File: src/rtl/turn_controller_pkg.sv
// Shared types and codes for the tic-tac-toe turn controller.
package turn_controller_pkg;

  typedef enum logic [2:0] {
    IDLE  = 3'd0,
    P1    = 3'd1,
    P2    = 3'd2,
    CHECK = 3'd3,
    OVER  = 3'd4
  } state_t;

  localparam logic [1:0] EMPTY = 2'b00;
  localparam logic [1:0] PL1   = 2'b01;
  localparam logic [1:0] PL2   = 2'b10;

  localparam logic [1:0] NONE   = 2'b00;
  localparam logic [1:0] P1_WIN = 2'b01;
  localparam logic [1:0] P2_WIN = 2'b10;
  localparam logic [1:0] DRAW   = 2'b11;

  // Winner code for one line of three squares, NONE unless all three match a player.
  function automatic logic [1:0] line_owner(input logic [1:0] a, input logic [1:0] b,
                                            input logic [1:0] c);
    if (a != EMPTY && a == b && b == c)
      return (a == PL1) ? P1_WIN : P2_WIN;
    return NONE;
  endfunction

endpackage

File: src/rtl/turn_controller_win_detect.sv
// Combinational line check: reports which player (if any) owns a full row, column or diagonal.
module win_detect
  import turn_controller_pkg::*;
(
  input  logic [17:0] board,
  output logic [1:0]  win
);

  logic [1:0] sq    [9];
  logic [1:0] lines [8];

  always_comb begin
    for (int k = 0; k < 9; k++) sq[k] = board[2*k +: 2];
    lines[0] = line_owner(sq[0], sq[1], sq[2]);
    lines[1] = line_owner(sq[3], sq[4], sq[5]);
    lines[2] = line_owner(sq[6], sq[7], sq[8]);
    lines[3] = line_owner(sq[0], sq[3], sq[6]);
    lines[4] = line_owner(sq[1], sq[4], sq[7]);
    lines[5] = line_owner(sq[2], sq[5], sq[8]);
    lines[6] = line_owner(sq[0], sq[4], sq[8]);
    lines[7] = line_owner(sq[2], sq[4], sq[6]);
    win = NONE;
    for (int l = 0; l < 8; l++) if (win == NONE) win = lines[l];
  end

endmodule

File: src/rtl/turn_controller.sv
// Tic-tac-toe turn controller: validates moves, writes the board, detects win/draw.
// Defining MOVE_TIMEOUT_EN adds a per-turn forfeit timer and the timeout_flag port.
//
// state | meaning
// IDLE  | after reset, waiting for start
// P1    | player 1 to move
// P2    | player 2 to move
// CHECK | evaluate lines on the just-written board
// OVER  | game finished, winner valid
module turn_controller
  import turn_controller_pkg::*;
#(
  parameter int TIMEOUT_CYCLES = 1000
) (
  input  logic        clock,
  input  logic        reset,
  input  logic        start,
  input  logic        PL1_req,
  input  logic        PL2_req,
  input  logic [3:0]  PL1_sel,
  input  logic [3:0]  PL2_sel,
  output logic [8:0]  PL1_en,
  output logic [8:0]  PL2_en,
  output logic [17:0] board,
  output logic        turn,
  output logic        illegal_move,
  output logic [1:0]  winner,
  output logic        game_over,
  output logic [3:0]  move_count
`ifdef MOVE_TIMEOUT_EN
  ,
  output logic        timeout_flag
`endif
);

  state_t     state;
  logic       own_req, in_range, legal, tmo_hit;
  logic [3:0] own_sel, sq_idx;
  logic [1:0] own_code, target, line_win;
  logic [8:0] onehot;

  win_detect u_win_detect (
    .board (board),
    .win   (line_win)
  );

  // Only the player whose state is active can have a request considered.
  always_comb begin
    own_req = 1'b0;
    if (state == P1) own_req = PL1_req;
    else if (state == P2) own_req = PL2_req;
    own_sel  = turn ? PL2_sel : PL1_sel;
    own_code = turn ? PL2 : PL1;
    sq_idx   = own_sel - 4'd1;
    in_range = (own_sel >= 4'd1) && (own_sel <= 4'd9);
    target   = 2'(board >> {sq_idx, 1'b0});
    legal    = own_req && in_range && (target == EMPTY);
    onehot   = 9'd1 << sq_idx;
  end

  assign game_over = (state == OVER);

  always_ff @(posedge clock or posedge reset) begin
    if (reset) begin
      state        <= IDLE;
      board        <= '0;
      move_count   <= '0;
      winner       <= NONE;
      turn         <= 1'b0;
      PL1_en       <= '0;
      PL2_en       <= '0;
      illegal_move <= 1'b0;
    end else begin
      PL1_en       <= '0;
      PL2_en       <= '0;
      illegal_move <= 1'b0;
      if (start) begin
        state      <= P1;
        board      <= '0;
        move_count <= '0;
        winner     <= NONE;
        turn       <= 1'b0;
      end else begin
        case (state)
          P1, P2: begin
            // A legal move arriving on the last timer cycle still counts.
            if (legal) begin
              board <= board | (18'(own_code) << {sq_idx, 1'b0});
              if (turn) PL2_en <= onehot;
              else      PL1_en <= onehot;
              if (move_count != 4'd9) move_count <= move_count + 4'd1;
              state <= CHECK;
            end else if (tmo_hit) begin
              state <= turn ? P1 : P2;
              turn  <= ~turn;
            end else if (own_req) begin
              illegal_move <= 1'b1;
            end
          end
          CHECK: begin
            if (line_win != NONE) begin
              winner <= line_win;
              state  <= OVER;
            end else if (move_count == 4'd9) begin
              winner <= DRAW;
              state  <= OVER;
            end else begin
              state <= turn ? P1 : P2;
              turn  <= ~turn;
            end
          end
          default: ;
        endcase
      end
    end
  end

`ifdef MOVE_TIMEOUT_EN
  localparam int TW = (TIMEOUT_CYCLES > 1) ? $clog2(TIMEOUT_CYCLES) : 1;

  logic [TW-1:0] tmo_cnt;

  assign tmo_hit = (tmo_cnt == TW'(TIMEOUT_CYCLES - 1));

  always_ff @(posedge clock or posedge reset) begin
    if (reset) begin
      tmo_cnt      <= '0;
      timeout_flag <= 1'b0;
    end else begin
      timeout_flag <= 1'b0;
      if (start || legal || !(state == P1 || state == P2)) begin
        tmo_cnt <= '0;
      end else if (tmo_hit) begin
        tmo_cnt      <= '0;
        timeout_flag <= 1'b1;
      end else begin
        tmo_cnt <= tmo_cnt + 1'b1;
      end
    end
  end
`else
  logic timeout_unused;

  assign tmo_hit        = 1'b0;
  assign timeout_unused = (TIMEOUT_CYCLES > 0);
`endif

endmodule

File: config.mk
export PLATFORM = sky130hd
export DESIGN_NAME = turn_controller
export DESIGN_NICKNAME = d
export VERILOG_FILES = /design/src/rtl/turn_controller_pkg.sv /design/src/rtl/turn_controller_win_detect.sv /design/src/rtl/turn_controller.sv
export SDC_FILE = /design/constraint.sdc
export NUM_CORES = 1
export LEC_CHECK = 0
export ABC_AREA = 1
export ABC_CLOCK_PERIOD_IN_PS = 3200
export CAP_MARGIN = 0
export CORE_UTILIZATION = 45
export CTS_CLUSTER_SIZE = 14
export DETAILED_ROUTE_END_ITERATION = 16
export GPL_TIMING_DRIVEN = 0
export HOLD_SLACK_MARGIN = 0.02
export PLACE_DENSITY = 0.73
export REMOVE_ABC_BUFFERS = 1
export SYNTH_ARGS = -nofsm -noshare
export SYNTH_HDL_FRONTEND = slang
export SYNTH_SLANG_ARGS = --single-unit
File: constraint.sdc
create_clock -name clock -period 3.2 [get_ports clock]
set_clock_uncertainty 0.05 [all_clocks]
set_input_delay 0.64 -clock clock [delete_from_list [all_inputs] [get_ports clock]]
set_output_delay 0.64 -clock clock [all_outputs]
set_load 0.02 [all_outputs]
==> metrics.yaml, run 1 <==
status:
  outcome: "completed"
placed_design:
  place.gp.congestion: 0.888
  dpl.hpwl_um: 5550
  dp_cells: 499
  port-buffer-count: 57
  dp_slack_ns: -0.452
cells_and_area:
  final_cells: 512
  drive_above_1_share_pct: 8.92
  utilization_pct: 60.3
  synthToLayoutAreaGrowth_pct: 28.7
  n_antenna_cell: 0
  fin_nets: 456
sta:
  finalCriticalPeriod_ns: 3.02
  finalMaxSlewViolations: 0
  fin_ws_ns: 0.178
  fmax_ghz: 0.331
  hold_viol_final: 0
  fin_crit_sh_pct: 94.4
  tightest_slew_ns: 0.864
  setup-violations-final: 0
  slew-limit-headroom_pct: 42.2
die:
  std_cell_rows: 28
  start_util_pct: 46.8
  die_x_um: 80.7
  core_mm2: 0.00596
  die_area_mm2: 0.00652
  chipHeight_um: 80.7
  num_io_pins: 58
clocking:
  root_buffer: "clkbuf_8"
  cts_inserted_buffers: 5
  clk-insertion-delay-late_ns: 0.30
  cts_max_path_buffers: 2
  clkSinkCount: 47
  cts_tree: "built"
  htree_levels: 2
  ctsHoldBuffers: 0
  clk_pin_slew_ns: 0.08
route:
  drtPass1Iterations: 5
  drc: 0
  routed_wl_um: 7470
  initialDrtViolationCount: 267
  ant_nets: 0
  avgViaCountPerCell: 5.47
  wl_per_cell_um: 14.6
  vias: 2802
global_route:
  grt_pass1_wl_um: 12600
  grt_overflow: 0
  antenna_found_initial: 0
  grt_pass1_vias: 2700
  grt_max_degree: 44
  grtUsageTotal_pct: 25.5
synth:
  yosysWarnings: 0
  ys_ff_latch: 47
  synth.distinct_cells: 34
  synth.avg_cell_area_um2: 7.48
  synth_area_mm2: 0.00279
  yosysTopAreaCell: "dfrtp_1"
  yosysSeqAreaShare_pct: 42.2
  yosys.area.top_type_share_pct: 42.2
  synthCells: 373
  ys_top_cells_by_area: "dfrtp_1, nand3_1, nand2_1, inv_1, nor2_1"
critical_path:
  start_kind: "input port"
  required_ns: 3.36
  cp.arrival_ns: 3.18
  path_max_fanout: 11
  end_kind: "flip-flop"
  path_class: "in -> reg"
run:
  drv_cap: 0
power:
  peakVddDrop_uv: 358
  powerDensity_mw_per_mm2: 690
  p_leak_uw: 0.00163
min_path:
  hold_path.class: "reg -> reg"
[final timing paths]
path / end / start / slack, ns / depth (start not counted)
setup / recovery: board[5] / PL2_sel[0] / 0.18 / 15
hold / removal: winner[0] / winner[0] / 0.46 / 2
setup reg to reg: board[5] / turn / 0.39 / 14
hold reg to reg: winner[0] / winner[0] / 0.46 / 2
max in group asynchronous: turn / reset / 2.17 / 3
min in group asynchronous: board[14] / reset / 0.48 / 2
[registers in the layout, indices dropped and copies added, names as in the netlist]
signal / cells
state: 3
PL2_en: 9
board: 18
turn: 1
move_count: 4
winner: 2
PL1_en: 9
illegal_move: 1
[area by class of cell]
| type | instances | area, µm² |
|---|---|---|
| Clock inverter | 2 | 12.5 |
| Sequential cell | 47 | 1180 |
| Fill cell | 578 | 2370 |
| Clock buffer | 6 | 72.6 |
| Multi-Input combinational cell | 264 | 1400 |
| Inverter | 55 | 206 |
| Tap cell | 75 | 93.8 |
| Timing Repair Buffer | 63 | 628 |
[metrics by stage]
stage               setup TNS [ns]  area (µm²)  power (µW)  hold slack, ns
floorplan                        0        2760        1650           0.461
global placement            -11.21        3420        1990           0.439
detailed placement          -13.02        3440        2020           0.448
CTS                              0        3540        2390           0.467
global route               -0.0581        3590        2670           0.483
finish                           0        3590        2480           0.458
[cell usage after synthesis (all sizes together)]
library cell,count
a21oi,29
a22oi,1
and2,1
buf,1
clkbuf,6
clkinv,1
dfrtp,47
ha,7
inv,54
nand2,67
nand3,60
nand3b,1
nand4,8
nor2,48
nor3,16
nor3b,2
o211ai,2
o21ai,13
o21bai,1
o22ai,1
o2bb2ai,1
o311ai,2
o31ai,1
or2,1
xor2,2
[kinds of logic (layout without fill, tap and decap cells)]
kind of cell,after synthesis,count (layout),synth area share (%)
DFF,47,47,42.2
buffers and inverters,62,126,8.61
and+or+nand+nor,204,204,34.6
xor gates and xnor gates,2,2,1.30
AOI/OAI and AO/OA,51,51,10.2
adders and majority gates,7,7,3.14
[report_power, final]
part,internal [µW],switching [µW],total (µW)
registers,664,91.5,755
clock network,153,200,353
logic,494,875,1370
[cells in the final DEF, fill, tap and decap left out, types with 5 or more instances in the layout]
| cell | instances |
|---|---|
| inv_1 | 49 |
| clkdlybuf4s50_1 | 57 |
| a21oi_1 | 29 |
| nand4_1 | 8 |
| o21ai_0 | 9 |
| dfrtp_1 | 46 |
| inv_2 | 5 |
| nand2_4 | 5 |
| ha_1 | 6 |
| clkbuf_8 | 5 |
| buf_4 | 5 |
| nor3_1 | 16 |
| nor2_1 | 43 |
| nand2_1 | 59 |
| nand3_1 | 58 |
[worst max-delay path, stage by stage]
cell,delay (ns)
clkdlybuf4s50_1,0.49
nand2_1,0.11
nand2_4,0.15
inv_2,0.12
ha_4,0.35
inv_1,0.12
o311ai_2,0.23
nand3_1,0.14
nand3_2,0.14
nand2_4,0.08
nand2_4,0.14
nand2_4,0.08
nor2_4,0.16
nand2_1,0.08
a21oi_1,0.15
[metal layers]
metal | track usage, % | part of all wire [%] | up-vias
met3 | 4.66 | 5.7 | 20
met4 | 11.6 | 3.2 | 0
met5 | 0 | 0 | -
met2 | 40.9 | 47 | 107
met1 | 33.6 | 44 | 1315
li1 | - | - | 1360
[repair_timing]
action	in CTS	in global routing
buffers inserted	0	5
pin swaps	0	1
setup endpoints to repair	21	40
gates cloned	0	0
resized for setup	2	4
No activity file was read; power rests on OpenSTA's default activity.
==> run 2: changes to the inputs <==
- CORE_MARGIN: unset -> 8
==> metrics.yaml, run 2 (synthesis results as in run 1) <==
status:
  outcome: "completed"
sta:
  setup-violations-final: 0
  finalMaxSlewViolations: 0
  fmax_ghz: 0.329
  fin_crit_sh_pct: 95.0
  fin_ws_ns: 0.159
  hold_viol_final: 0
  tightest_slew_ns: 0.879
  finalCriticalPeriod_ns: 3.04
  rsz0062_at_grt: "false"
  final.setup.tns_ns: 0
  slew-limit-headroom_pct: 41.2
critical_path:
  end_kind: "flip-flop"
  slowest_stage: "clkdlybuf4s50_1"
  cpPeakStageDelay_ns: 0.53
  path_max_fanout: 9
  crit_chain: "clkdlybuf4s50_1 > nand2_1 > nand2_4 > inv_2 > ha_4 > buf_4 > o311ai_0 > nand3_1 > nand3_2 > nand2_4 > nand2_8 > nand2_4 > nor2_4 > nand2_1 > a21oi_1"
  worst_path_most_repeated_cell: "nand2_4"
  required_ns: 3.36
  cp.arrival_ns: 3.20
  start_kind: "input port"
  path_class: "in -> reg"
clocking:
  cts_inserted_buffers: 5
  cts_max_path_buffers: 2
  clkSinkCount: 47
  cts_tree: "built"
  htree_levels: 2
  root_buffer: "clkbuf_8"
  ctsHoldBuffers: 0
  clk-insertion-delay-late_ns: 0.30
  clk_pin_slew_ns: 0.09
placed_design:
  dp_slack_ns: -0.459
  placed_cell_area_mm2: 0.00345
  port-buffer-count: 57
  dpl.hpwl_um: 5890
  place.gp.congestion: 0.914
  dp_cells: 499
cells_and_area:
  final_cells: 514
  fillers: 546
  layout_common_cells: "nand2_1, nand3_1, clkdlybuf4s50_1"
  mostFrequentLayoutCell: "nand2_1"
  synthToLayoutAreaGrowth_pct: 29.9
  multi_input_area_mm2: 0.00140
  top_register: "board"
  regArea_mm2: 0.00118
  reg_top3: "board x18, PL1_en x9, PL2_en x9"
  fin_area_mm2: 0.00362
  n_antenna_cell: 0
  fin_nets: 458
  largest_register_ffs: 18
  drive_above_1_share_pct: 9.11
die:
  std_cell_rows: 28
  die_area_mm2: 0.00897
  die_x_um: 94.7
  start_util_pct: 46.8
  num_io_pins: 58
  core_mm2: 0.00596
  chipHeight_um: 94.7
route:
  wl_per_cell_um: 15.3
  ant_nets: 0
  drc: 0
  avgViaCountPerCell: 5.50
  routed_wl_um: 7890
  drtPass1Iterations: 5
  vias: 2826
  initialDrtViolationCount: 322
min_path:
  hold_path.class: "reg -> reg"
power:
  peakVddDrop_uv: 431
  powerDensity_mw_per_mm2: 703
  p_leak_uw: 0.00165
  power.total_uw: 2550
global_route:
  grt_pass1_vias: 2720
  grt_overflow: 0
  grt_pass1_wl_um: 13000
  antenna_found_initial: 0
  grt_max_degree: 25
  grtUsageTotal_pct: 18.1
run:
  drv_cap: 0
run 2: cell types whose count changed in the layout (fill, tap and decap cells not counted), sizes merged:
cell | previous run | this run
buf | 6 | 8
clkbuf | 6 | 7
clkinvlp | 1 | 0
run 2: per-stage QoR:
stage	utilization (%)	hold WS [ns]
6_report	60.8	0.465
2_1_floorplan	-	0.461
3_5_place_dp	57.9	0.443
3_3_place_gp	57.4	0.446
5_1_grt	60.8	0.514
4_1_cts	59.5	0.467
run 2: final cells by class:
class,count,share of cell area [%]
Tap cell,75,2.59
Multi-Input combinational cell,264,38.7
Clock inverter,1,0.138
Inverter,55,5.70
Timing Repair Buffer,65,18.3
Clock buffer,7,2.11
Sequential cell,47,32.5
run 2: power breakdown:
group          internal (µW)  total [µW]  switching [µW]
combinational            541        1440             901
sequential               664         758            94.0
clock                    154         347             193
run 2: path summary, 6_finish.rpt:
| kind | from | to | slack, ns | depth (start not counted) |
|---|---|---|---|---|
| max | PL2_sel[0] | board[7] | 0.16 | 15 |
| min in group asynchronous | reset | board[10] | 0.65 | 2 |
| max reg2reg | turn | board[7] | 0.36 | 15 |
| min reg2reg | winner[1] | winner[1] | 0.46 | 2 |
| max in group asynchronous | reset | move_count[2] | 1.94 | 3 |
| min | winner[1] | winner[1] | 0.46 | 2 |
run 2: repair_timing:
item                                    CTS  global route
endpoints found under the setup margin   33            40
pin swaps                                 1             4
gates resized for setup                   2             5
cloned                                    0             0
buffers inserted                          0             7
run 2: layer usage:
layer	up-vias	global-route usage (%)	wire length (µm)
met5	-	0	0
met4	0	5.72	144
met3	15	4.21	609
met2	122	29.8	3690
met1	1323	23.0	3440
li1	1366	-	-
run 2: worst max-delay path, delay by kind of cell:
family                   cells  cell delay [ns]
adder cells (fa/ha/maj)      1             0.25
buffers and inverters        3             0.79
AND/OR/NAND/NOR              9             1.08
AO/OA/AOI/OAI                2             0.42
